[config.mk]
export PLATFORM = sky130hd
export DESIGN_NAME = alu_4bit
export DESIGN_NICKNAME = d
export VERILOG_FILES = /design/src/rtl/alu_4bit.sv
export SDC_FILE = /design/constraint.sdc
export NUM_CORES = 1
export LEC_CHECK = 0
export BUFFER_PORTS_ARGS = -buffer_cell sky130_fd_sc_hd__clkbuf_2
export CORE_MARGIN = 2
export CORE_UTILIZATION = 35
export CTS_CLUSTER_SIZE = 40
export DETAILED_ROUTE_END_ITERATION = 10
export GPL_ROUTABILITY_DRIVEN = 0
export PLACE_DENSITY_LB_ADDON = 0.2
export RECOVER_POWER = 100
export SKIP_CTS_REPAIR_TIMING = 1
export SYNTH_ARGS = -nofsm -noshare
export SYNTH_HDL_FRONTEND = slang
export SYNTH_SLANG_ARGS = --single-unit
export TNS_END_PERCENT = 1
[constraint.sdc]
create_clock -name clk -period 1.3 [get_ports clk]
set_clock_uncertainty 0.2 [all_clocks]
set_input_delay 0 -clock clk [delete_from_list [all_inputs] [get_ports clk]]
set_output_delay 0 -clock clk [all_outputs]
set_load 0.005 [all_outputs]
[src/rtl/alu_4bit.sv]
// alu_4bit: 4-bit registered ALU (execute stage), 8 ops, result plus Z/C/S flags.
// Ports: clk, reset (async high), en, A, B, cin, Op in; R, z, c, s registered out.
module alu_4bit (
    input  logic       clk,
    input  logic       reset,
    input  logic       en,
    input  logic [3:0] A,
    input  logic [3:0] B,
    input  logic       cin,
    input  logic [2:0] Op,
    output logic [3:0] R,
    output logic       z,
    output logic       c,
    output logic       s
);

    logic [4:0] sum;
    logic [4:0] a_x;
    logic [4:0] b_x;
    logic [4:0] ci_x;
    logic [3:0] r_d;
    logic       z_d;
    logic       c_d;
    logic       s_d;
    logic [3:0] r_q;
    logic       z_q;
    logic       c_q;
    logic       s_q;

    assign a_x  = {1'b0, A};
    assign b_x  = {1'b0, B};
    assign ci_x = {4'b0000, cin};

    always_comb begin
        sum = 5'd0;
        r_d = 4'd0;
        c_d = 1'b0;
        unique case (Op)
            3'b000: sum = a_x + ci_x;
            // Negate: zero-extend ~A before adding, so carry-out only
            // appears when ~A is all ones (A=0) or A=1 with cin.
            3'b001: sum = {1'b0, ~A} + 5'd1 + ci_x;
            3'b010: sum = a_x + b_x + ci_x;
            3'b011: sum = a_x + 5'd1 + ci_x;
            3'b100: sum = {1'b0, A & B};
            3'b101: sum = {1'b0, A | B};
            3'b110: sum = {1'b0, A ^ B};
            3'b111: sum = {1'b0, ~A};
            default: sum = 5'd0;
        endcase
        r_d = sum[3:0];
        // Logical ops never produce a carry.
        c_d = Op[2] ? 1'b0 : sum[4];
        z_d = (r_d == 4'd0);
        s_d = r_d[3];
    end

    always_ff @(posedge clk or posedge reset) begin
        if (reset) begin
            r_q <= 4'd0;
            z_q <= 1'b1;
            c_q <= 1'b0;
            s_q <= 1'b0;
        end else if (en) begin
            r_q <= r_d;
            z_q <= z_d;
            c_q <= c_d;
            s_q <= s_d;
        end
    end

    assign R = r_q;
    assign z = z_q;
    assign c = c_q;
    assign s = s_q;

endmodule

==> results of run 1 <==
-- synthesized netlist by cell type (all sizes together), types with 3 or more instances --
master   n  area share [%]
inv     16             6.1
buf      7             4.7
nor2    12             4.8
xnor2    3             2.7
mux2i    3             3.0
nand2b   3             1.9
dfrtp    5              13
nand2    4             1.5
a21oi    8             4.1
nor2b    4             2.5
o21ai    5             2.5
ha      14              18
a31oi    3             1.9
-- how the worst min path moves through the flow --
| stage | endpoint | cells past startpoint | start |
|---|---|---|---|
| floorplan | R[0]$_DFFE_PP0P_ | 1 | reset |
| global placement | R[3]$_DFFE_PP0P_ | 2 | reset |
| detailed placement | R[2]$_DFFE_PP0P_ | 2 | reset |
| CTS | R[2]$_DFFE_PP0P_ | 2 | reset |
| global route | R[2]$_DFFE_PP0P_ | 3 | reset |
| finish | R[2]$_DFFE_PP0P_ | 3 | reset |
-- per-stage QoR --
| stage | power (mW) | cell area, sq um | std cells |
|---|---|---|---|
| 2_1_floorplan | 0.473 | 995 | 121 |
| 3_3_place_gp | 0.636 | 1310 | 195 |
| 3_5_place_dp | 0.649 | 1310 | 195 |
| 4_1_cts | 0.845 | 1340 | 199 |
| 5_1_grt | 0.911 | 1370 | 201 |
| 6_report | 0.843 | 1370 | 201 |
-- per-layer routing --
layer  part of all wire, %  track usage, %  vias to the layer above  routed length [um]
met5                     0               0                        -                   0
met3                   3.0           0.680                        4                  74
met2                    50            28.9                       22                1230
met1                    46            20.1                      461                1130
met4                   1.7            6.98                        0                  42
li1                      -               -                      521                   -
-- registers in the layout, indices dropped and copies added (netlist names) --
register,flops
R,4
z,1
c,1
-- power by group through the flow --
stage	sequential, mW	clock [mW]	combinational, mW
4_1_cts	0.227	0.196	0.422
6_report	0.226	0.189	0.428
3_5_place_dp	0.229	0	0.420
3_3_place_gp	0.227	0	0.409
5_1_grt	0.229	0.204	0.478
2_1_floorplan	0.230	0	0.243
-- worst max-delay path, stage by stage --
cell,delay (ns)
clkbuf_2,0.10
fa_2,0.41
fa_2,0.42
mux2_4,0.28
a221oi_2,0.25
a31oi_1,0.09
nor2_2,0.11
a41o_1,0.17
-- final cells by class --
| type | count | area share, % |
|---|---|---|
| Sequential cell | 6 | 11.1 |
| Tap cell | 31 | 2.83 |
| Clock buffer | 4 | 1.92 |
| Multi-Input combinational cell | 90 | 54.0 |
| Inverter | 17 | 4.66 |
| Timing Repair Buffer | 53 | 25.6 |
-- kinds of logic after synthesis --
logic type	count (synthesis)	share of synthesized area, %
XOR/XNOR	4	3.54
buffers and inverters	25	11.5
AO/OA/AOI/OAI	35	27.6
multiplexers	4	4.18
AND/OR/NAND/NOR	31	16.1
adder cells (fa/ha/maj)	16	21.8
flip-flops	6	15.3
==> key figures, run 1 <==
Die
  – Boundary pin count: 22
  – Die width: 57.1 um
  – Die Area: 3260 sq um
  – Placeable Area: 2710 sq um
  – Initial Util: 36.5%
  – Row count: 19
  – Die H: 57.1 um

Global route
  – Largest net degree at the start of global routing: 16
  – Overflow left after global routing: 0
  – Gr usage total: 16.1%
  – First-pass GRT wire length: 4200 um
  – Initial antenna violation count: 0
  – Vias in the first global route: 997

Worst setup path
  – R2R Setup Slk: 0.29 ns
  – Crit path launch: A[0]
  – Worst path arrival time: 1.84 ns
  – Reg2Reg Depth: 2
  – R2r endpoint: z$_DFFE_PP1P_
  – CP endpoint kind: register
  – Kind of critical path: in -> reg
  – FF-to-FF Start: z$_DFFE_PP1P_
  – Crit-path max FO: 2
  – CP required: 1.29 ns
  – Timing endpoint of the critical path: z$_DFFE_PP1P_
  – Worst Setup Start Kind: input pin

Timing
  – Setup ws final: -0.552 ns
  – Setup TNS: -2.00 ns
  – RSZ-0062 raised after global routing: yes
  – Post-layout minimum cycle time: 1.85 ns
  – # setup viols final: 6
  – Worst-Margin Slew: 0.418 ns
  – Final hold vios: 5
  – WHS: -0.0140 ns
  – Slew Viols, Final: 0
  – Max_slew headroom: 71.4%
  – Fmax achieved: 540 MHz
  – Tcrit/Tclk final: 142%

Clock tree
  – H-tree Lvls: 1
  – Worst-skew pair later-pin latency: 0.25 ns
  – Clock net sink count: 6
  – Max Root-Sink Buffers: 2
  – Inserted Clock Buffers: 3
  – CTS Root Cell: clkbuf_4
  – TritonCTS clock tree: yes
  – Clock slew at reported path FFs: 0.05 ns

Routing
  – Residual DRC: 0
  – Post-Route WL: 2470 um
  – Initial DRC count: 20
  – Antenna-violating nets left: 0
  – TritonRoute pass-1 iters: 4
  – WL/cell: 12.3 um
  – DR vias: 1008
  – Vias per cell: 5.01

Layout
  – Area of the multi-input gates: 739 sq um
  – Diode count: 0
  – Commonest non-fill, non-tap cells in the layout: buf_4 (31), clkbuf_2 (18), inv_1 (15)
  – FILL cells: 288
  – Reg area: 151 sq um
  – Most common cell after layout, fill and taps aside: buf_4
  – Layout cell share with drive strength beyond 1: 38.8%
  – Final-stage net count: 202
  – Area Overhead vs Synth: 38.6%
  – Final core area utilization: 50.6%

Pwr
  – P_int: 0.551 mW
  – Clock Power Share: 22.4%
  – Pwr dens: 615 nW/um^2
  – Net switching power: 0.293 mW
  – Comb power frac: 50.8%
  – VDD IR-drop max: 0.489 mV
  – Leak: 0.708 nW
  – Sequential power share: 26.8%
  – Switching portion of total power: 34.7%

Job
  – Max Cap Violations: 0

Worst hold path
  – Worst min path class: in -> async

Logic synthesis
  – Post-synth EDFFs: 0
  – Synth Instances: 121
  – Post-Syn Area: 988 sq um
  – Mapped Avg Cell Area: 8.17 sq um
  – Mapped Nets: 152
  – Synth warn: 0
  – Synthesized flop and latch total: 6
  – Seq/Total Area, Yosys: 15.3%
  – Synth Flop Type: dfrtp_1
  – Asr flop ratio synth: 100%
  – Synth cell types: 46

Placed design
  – Dpl hpwl: 2090 um
  – Post-place setup slack: -0.825 ns
  – PortBufs: 21

Outcome
  – Status: complete, but fails checks
  – Failing checks: negative hold slack, negative setup slack
Note: power is estimated with default switching activity, not from simulation.
==> run 2, diff against run 1 <==
--- a/config.mk
+++ b/config.mk
@@ -5,11 +5,11 @@
 export SDC_FILE = /design/constraint.sdc
 export NUM_CORES = 1
 export LEC_CHECK = 0
-export BUFFER_PORTS_ARGS = -buffer_cell sky130_fd_sc_hd__clkbuf_2
 export CORE_MARGIN = 2
 export CORE_UTILIZATION = 35
 export CTS_CLUSTER_SIZE = 40
 export DETAILED_ROUTE_END_ITERATION = 10
+export DONT_BUFFER_PORTS = 1
 export GPL_ROUTABILITY_DRIVEN = 0
 export PLACE_DENSITY_LB_ADDON = 0.2
 export RECOVER_POWER = 100
==> key figures, run 2 (synthesis gave the netlist of run 1 again) <==
Routing
  – DR WL met3: 137 um (was 74 um)
  – Vias per cell: 5.39 (was 5.01)
  – Highest metal used: met4 (unchanged)
  – Initial DRC count: 21 (was 20)
  – Antenna-violating nets left: 0 (unchanged)
  – Met2 Routed Length: 1110 um (was 1230 um)
  – Residual DRC: 0 (unchanged)
  – TritonRoute pass-1 iters: 4 (unchanged)
  – Post-Route M1 WL: 1010 um (was 1130 um)
  – Post-Route WL: 2280 um (was 2470 um)
  – DR vias: 863 (was 1008)
  – WL/cell: 14.3 um (was 12.3 um)

Global route
  – Initial antenna violation count: 0 (unchanged)
  – Overflow left after global routing: 0 (unchanged)
  – Vias in the first global route: 787 (was 997)
  – Gr usage total: 14.4% (was 16.1%)
  – First-pass GRT wire length: 3710 um (was 4200 um)
  – Largest net degree at the start of global routing: 25 (was 16)

Die
  – Row count: 19 (unchanged)
  – Boundary pin count: 22 (unchanged)
  – Placeable Area: 2710 sq um (unchanged)
  – Die H: 57.1 um (unchanged)
  – Die Area: 3260 sq um (unchanged)
  – Initial Util: 36.5% (unchanged)
  – Die width: 57.1 um (unchanged)

Timing
  – Fmax achieved: 589 MHz (was 540 MHz)
  – Post-layout minimum cycle time: 1.70 ns (was 1.85 ns)
  – WHS: -0.371 ns (was -0.0140 ns)
  – Tcrit/Tclk final: 131% (was 142%)
  – Max_slew headroom: 74.8% (was 71.4%)
  – Setup ws final: -0.398 ns (was -0.552 ns)
  – Final hold vios: 6 (was 5)
  – Slew Viols, Final: 0 (unchanged)
  – RSZ-0062 raised after global routing: yes (unchanged)
  – # setup viols final: 5 (was 6)
  – Worst-Margin Slew: 0.369 ns (was 0.418 ns)

Clock tree
  – CTS Root Cell: clkbuf_4 (unchanged)
  – Worst-skew pair later-pin latency: 0.25 ns (about the same)
  – H-tree Lvls: 1 (unchanged)
  – TritonCTS clock tree: yes (unchanged)
  – Clock net sink count: 6 (unchanged)
  – Max Root-Sink Buffers: 2 (unchanged)
  – Inserted Clock Buffers: 3 (unchanged)
  – Clock slew at reported path FFs: 0.05 ns (about the same)

Worst hold path
  – Worst min path class: in -> reg (was in -> async)
  – Hold Startpoint: en

Outcome
  – Failing checks: negative hold slack, negative setup slack (unchanged)
  – Status: complete, but fails checks (unchanged)

Layout
  – Final-stage net count: 161 (was 202)
  – Most common cell after layout, fill and taps aside: inv_1 (was buf_4)
  – Cell Count, Final, Fillers Out: 160 (was 201)
  – FILL cells: 298 (was 288)
  – Area Overhead vs Synth: 12.8% (was 38.6%)
  – Diode count: 0 (unchanged)
  – Largest register FFs: 4 (unchanged)
  – Commonest non-fill, non-tap cells in the layout: inv_1 (15), ha_1 (14), nor2_1 (11) (was buf_4 (31), clkbuf_2 (18), inv_1 (15))
  – Layout cell share with drive strength beyond 1: 20.9% (was 38.8%)
  – Post-route cell area: 1110 sq um (was 1370 sq um)
  – Reg area: 151 sq um (unchanged)
  – Area of the multi-input gates: 739 sq um (unchanged)

Placed design
  – PortBufs: 0 (was 21)
  – Dpl hpwl: 1780 um (was 2090 um)
  – Dpl cells: 154 (was 195)
  – Post-place setup slack: -0.680 ns (was -0.825 ns)
  – Placed cell areas: 1060 sq um (was 1310 sq um)

Job
  – Max Cap Violations: 0 (unchanged)

Worst setup path
  – Worst path arrival time: 1.69 ns (was 1.84 ns)
  – CP required: 1.29 ns (about the same)
  – Kind of critical path: in -> reg (unchanged)
  – Worst Setup Start Kind: input pin (unchanged)
  – Crit path launch: A[0] (unchanged)
  – Crit-path max FO: 5 (was 2)
  – FF-to-FF Start: z$_DFFE_PP1P_ (unchanged)
  – CP endpoint kind: register (unchanged)

Pwr
  – VDD IR-drop max: 0.432 mV (was 0.489 mV)
  – Pwr dens: 640 nW/um^2 (was 615 nW/um^2)
  – Leak: 0.530 nW (was 0.708 nW)
## run 2: metrics by stage
stage	power, mW	hold slack, ns	util [%]	TNS (ns)
4_1_cts	0.711	-0.654	40.0	-1.40
3_5_place_dp	0.510	-0.381	39.1	-2.83
2_1_floorplan	0.473	-0.410	-	-2.06
5_1_grt	0.766	-0.382	41.1	-1.40
3_3_place_gp	0.504	-0.388	39.1	-2.75
6_report	0.713	-0.371	41.1	-1.12
## run 2: path summary, 6_finish.rpt
kind | endpoint | slack [ns] | cells past startpoint
max | z$_DFFE_PP1P_ | -0.40 | 7
min | R[0]$_DFFE_PP0P_ | -0.37 | 1
max reg2reg | z$_DFFE_PP1P_ | 0.28 | 2
min reg2reg | R[1]$_DFFE_PP0P_ | 0.33 | 2
max in group asynchronous | c$_DFFE_PP0P_ | 0.23 | 3
min in group asynchronous | z$_DFFE_PP1P_ | 0.01 | 2
## run 2: final cells by class
class | count | share of cell area (%)
Timing Repair Buffer | 12 | 8.53
Clock buffer | 4 | 2.36
Tap cell | 31 | 3.48
Sequential cell | 6 | 13.6
Inverter | 17 | 5.72
Multi-Input combinational cell | 90 | 66.3
## run 2: worst max-delay path: stages
cell and delay (ns):
fa_2 0.39, fa_2 0.42, mux2_4 0.28, a221oi_2 0.24, a31oi_1 0.08, nor2_2 0.12
a41o_1 0.17
## run 2: routing by layer
| layer | up-vias | track usage (%) |
|---|---|---|
| li1 | 435 | - |
| met2 | 23 | 22.8 |
| met5 | - | 0 |
| met1 | 403 | 19.0 |
| met3 | 2 | 4.31 |
| met4 | 0 | 3.99 |
## run 2: power breakdown
| group | internal, mW | total (mW) | switching, mW | leakage (nW) |
|---|---|---|---|---|
| combinational | 0.156 | 0.286 | 0.130 | 0.446 |
| clock | 0.117 | 0.196 | 0.0786 | 0.0150 |
| sequential | 0.213 | 0.231 | 0.0181 | 0.0689 |
| total | 0.486 | 0.713 | 0.227 | 0.530 |
==> run 3, diff against run 2 <==
--- a/config.mk
+++ b/config.mk
@@ -6,7 +6,7 @@
 export NUM_CORES = 1
 export LEC_CHECK = 0
 export CORE_MARGIN = 2
-export CORE_UTILIZATION = 35
+export CORE_UTILIZATION = 45
 export CTS_CLUSTER_SIZE = 40
 export DETAILED_ROUTE_END_ITERATION = 10
 export DONT_BUFFER_PORTS = 1
==> key figures, run 3 (synthesis gave the netlist of run 1 again) <==
Placed design
  – Dpl cells: 147 (was 154)
  – Dpl hpwl: 1690 um (was 1780 um)
  – Placed cell areas: 1030 sq um (was 1060 sq um)
  – PortBufs: 0 (unchanged)

Timing
  – RSZ-0062 raised after global routing: yes (unchanged)
  – Worst-Margin Slew: 0.334 ns (was 0.369 ns)
  – Tcrit/Tclk final: 131% (about the same)
  – Slew Viols, Final: 0 (unchanged)
  – Post-layout minimum cycle time: 1.70 ns (about the same)
  – Setup ws final: -0.402 ns (was -0.398 ns)
  – # setup viols final: 5 (unchanged)
  – Max_slew headroom: 77.1% (was 74.8%)
  – WHS: -0.372 ns (was -0.371 ns)
  – Fmax achieved: 588 MHz (was 589 MHz)
  – Setup TNS: -1.11 ns (was -1.12 ns)
  – Final hold vios: 6 (unchanged)

Worst setup path
  – CP Cell Sequence: fa_2, fa_2, mux2_4, a221oi_2, a31oi_1, nor2_2, a41o_1 (unchanged)
  – FF-to-FF Start: z$_DFFE_PP1P_ (unchanged)
  – Buffers plus inverters on the worst setup path: 0 (unchanged)
  – Worst path arrival time: 1.68 ns (was 1.69 ns)
  – CP endpoint kind: register (unchanged)
  – CP delay by family, top: adder cells (unchanged)
  – Crit path launch: A[0] (unchanged)
  – Kind of critical path: in -> reg (unchanged)
  – Crit-path max FO: 5 (unchanged)
  – CP max stage cell: fa_2 (unchanged)
  – CP peak stage delay: 0.42 ns (about the same)
  – Cell mode on critical path: fa_2 (unchanged)
  – CP required: 1.28 ns (was 1.29 ns)
  – Worst Setup Start Kind: input pin (unchanged)

Pwr
  – Pwr dens: 649 nW/um^2 (was 640 nW/um^2)
  – Leak: 0.521 nW (was 0.530 nW)
  – VDD IR-drop max: 0.566 mV (was 0.432 mV)

Global route
  – Vias in the first global route: 865 (was 787)
  – First-pass GRT wire length: 3810 um (was 3710 um)
  – Initial antenna violation count: 0 (unchanged)
  – Largest net degree at the start of global routing: 25 (unchanged)
  – Gr usage total: 19.2% (was 14.4%)
  – Overflow left after global routing: 0 (unchanged)

Outcome
  – Failing checks: negative hold slack, negative setup slack (unchanged)
  – Status: complete, but fails checks (unchanged)

Routing
  – DR vias: 878 (was 863)
  – Residual DRC: 0 (unchanged)
  – Initial DRC count: 22 (was 21)
  – TritonRoute pass-1 iters: 4 (unchanged)
  – Vias per cell: 5.74 (was 5.39)
  – Post-Route WL: 2200 um (was 2280 um)
  – WL/cell: 14.4 um (was 14.3 um)
  – Antenna-violating nets left: 0 (unchanged)

Layout
  – Layout cell share with drive strength beyond 1: 19.8% (was 20.9%)
  – Commonest non-fill, non-tap cells in the layout: inv_1 (15), ha_1 (14), nor2_1 (11) (unchanged)
  – Cell Count, Final, Fillers Out: 153 (was 160)
  – Reg area: 151 sq um (unchanged)
  – Post-route cell area: 1090 sq um (was 1110 sq um)
  – Final-stage net count: 158 (was 161)
  – Area of the multi-input gates: 747 sq um (was 739 sq um)
  – Diode count: 0 (unchanged)
  – Largest register FFs: 4 (unchanged)
  – Most common cell after layout, fill and taps aside: inv_1 (unchanged)
  – FILL cells: 195 (was 298)
  – Area Overhead vs Synth: 10.8% (was 12.8%)
  – Final core area utilization: 54.1% (was 41.1%)

Die
  – Die H: 50.9 um (was 57.1 um)
  – Die Area: 2590 sq um (was 3260 sq um)
  – Placeable Area: 2020 sq um (was 2710 sq um)
  – Initial Util: 48.9% (was 36.5%)
  – Row count: 16 (was 19)
  – Boundary pin count: 22 (unchanged)
  – Die width: 50.9 um (was 57.1 um)

Worst hold path
  – Worst min path class: in -> reg (unchanged)
  – Hold Startpoint: en (unchanged)

Clock tree
  – Clock net sink count: 6 (unchanged)
  – Worst-skew pair later-pin latency: 0.24 ns (was 0.25 ns)
  – TritonCTS clock tree: yes (unchanged)
  – CTS Root Cell: clkbuf_4 (unchanged)
  – Inserted Clock Buffers: 3 (unchanged)
  – Max Root-Sink Buffers: 2 (unchanged)
  – H-tree Lvls: 1 (unchanged)
  – Clock slew at reported path FFs: 0.06 ns (was 0.05 ns)

Job
  – Max Cap Violations: 0 (unchanged)
## run 3: cell types whose count changed in the layout (fill, tap and decap cells not counted), sizes merged
cell	delta
buf	-3
## run 3: worst paths after layout
| path | cells past startpoint | slack [ns] | end |
|---|---|---|---|
| worst max-delay path | 7 | -0.40 | z$_DFFE_PP1P_ |
| worst min-delay path | 1 | -0.37 | R[2]$_DFFE_PP0P_ |
| worst max register to register | 2 | 0.27 | z$_DFFE_PP1P_ |
| worst min register to register | 2 | 0.35 | R[0]$_DFFE_PP0P_ |
| max in group asynchronous | 3 | 0.20 | R[0]$_DFFE_PP0P_ |
| min in group asynchronous | 2 | 0.03 | z$_DFFE_PP1P_ |
## run 3: metal layers
metal  share of wire (%)  vias up  GRT usage (%)
li1                    -      438              -
met5                   0        -              0
met4                   0        0           3.15
met2                  50       22           32.7
met3                 5.4        0           5.26
met1                  44      418           24.7
## run 3: stage by stage
| stage | setup WS (ns) | hold WS [ns] | total power [mW] |
|---|---|---|---|
| global route | -0.462 | -0.378 | 0.762 |
| global placement | -0.640 | -0.389 | 0.493 |
| floorplan | -0.581 | -0.410 | 0.473 |
| detailed placement | -0.694 | -0.374 | 0.502 |
| CTS | -0.434 | -0.647 | 0.698 |
| finish | -0.402 | -0.372 | 0.711 |
## run 3: power breakdown
group / total (mW) / switching (mW) / leakage, nW / internal, mW
Sequential: 0.233 / 0.0204 / 0.0689 / 0.213
Clock: 0.192 / 0.0756 / 0.0150 / 0.117
Combinational: 0.285 / 0.132 / 0.438 / 0.153
Total: 0.711 / 0.228 / 0.521 / 0.482
## run 3: area by class of cell
type	count	share of cell area [%]
Inverter	17	5.83
Sequential cell	6	13.8
Tap cell	27	3.09
Multi-Input combinational cell	90	68.2
Clock buffer	4	2.40
Timing Repair Buffer	9	6.63
## run 3: worst reg2reg max path: stages (launching register included)
cell and delay [ns]:
dfstp_2 0.54, nor2b_1 0.14, a41o_1 0.10
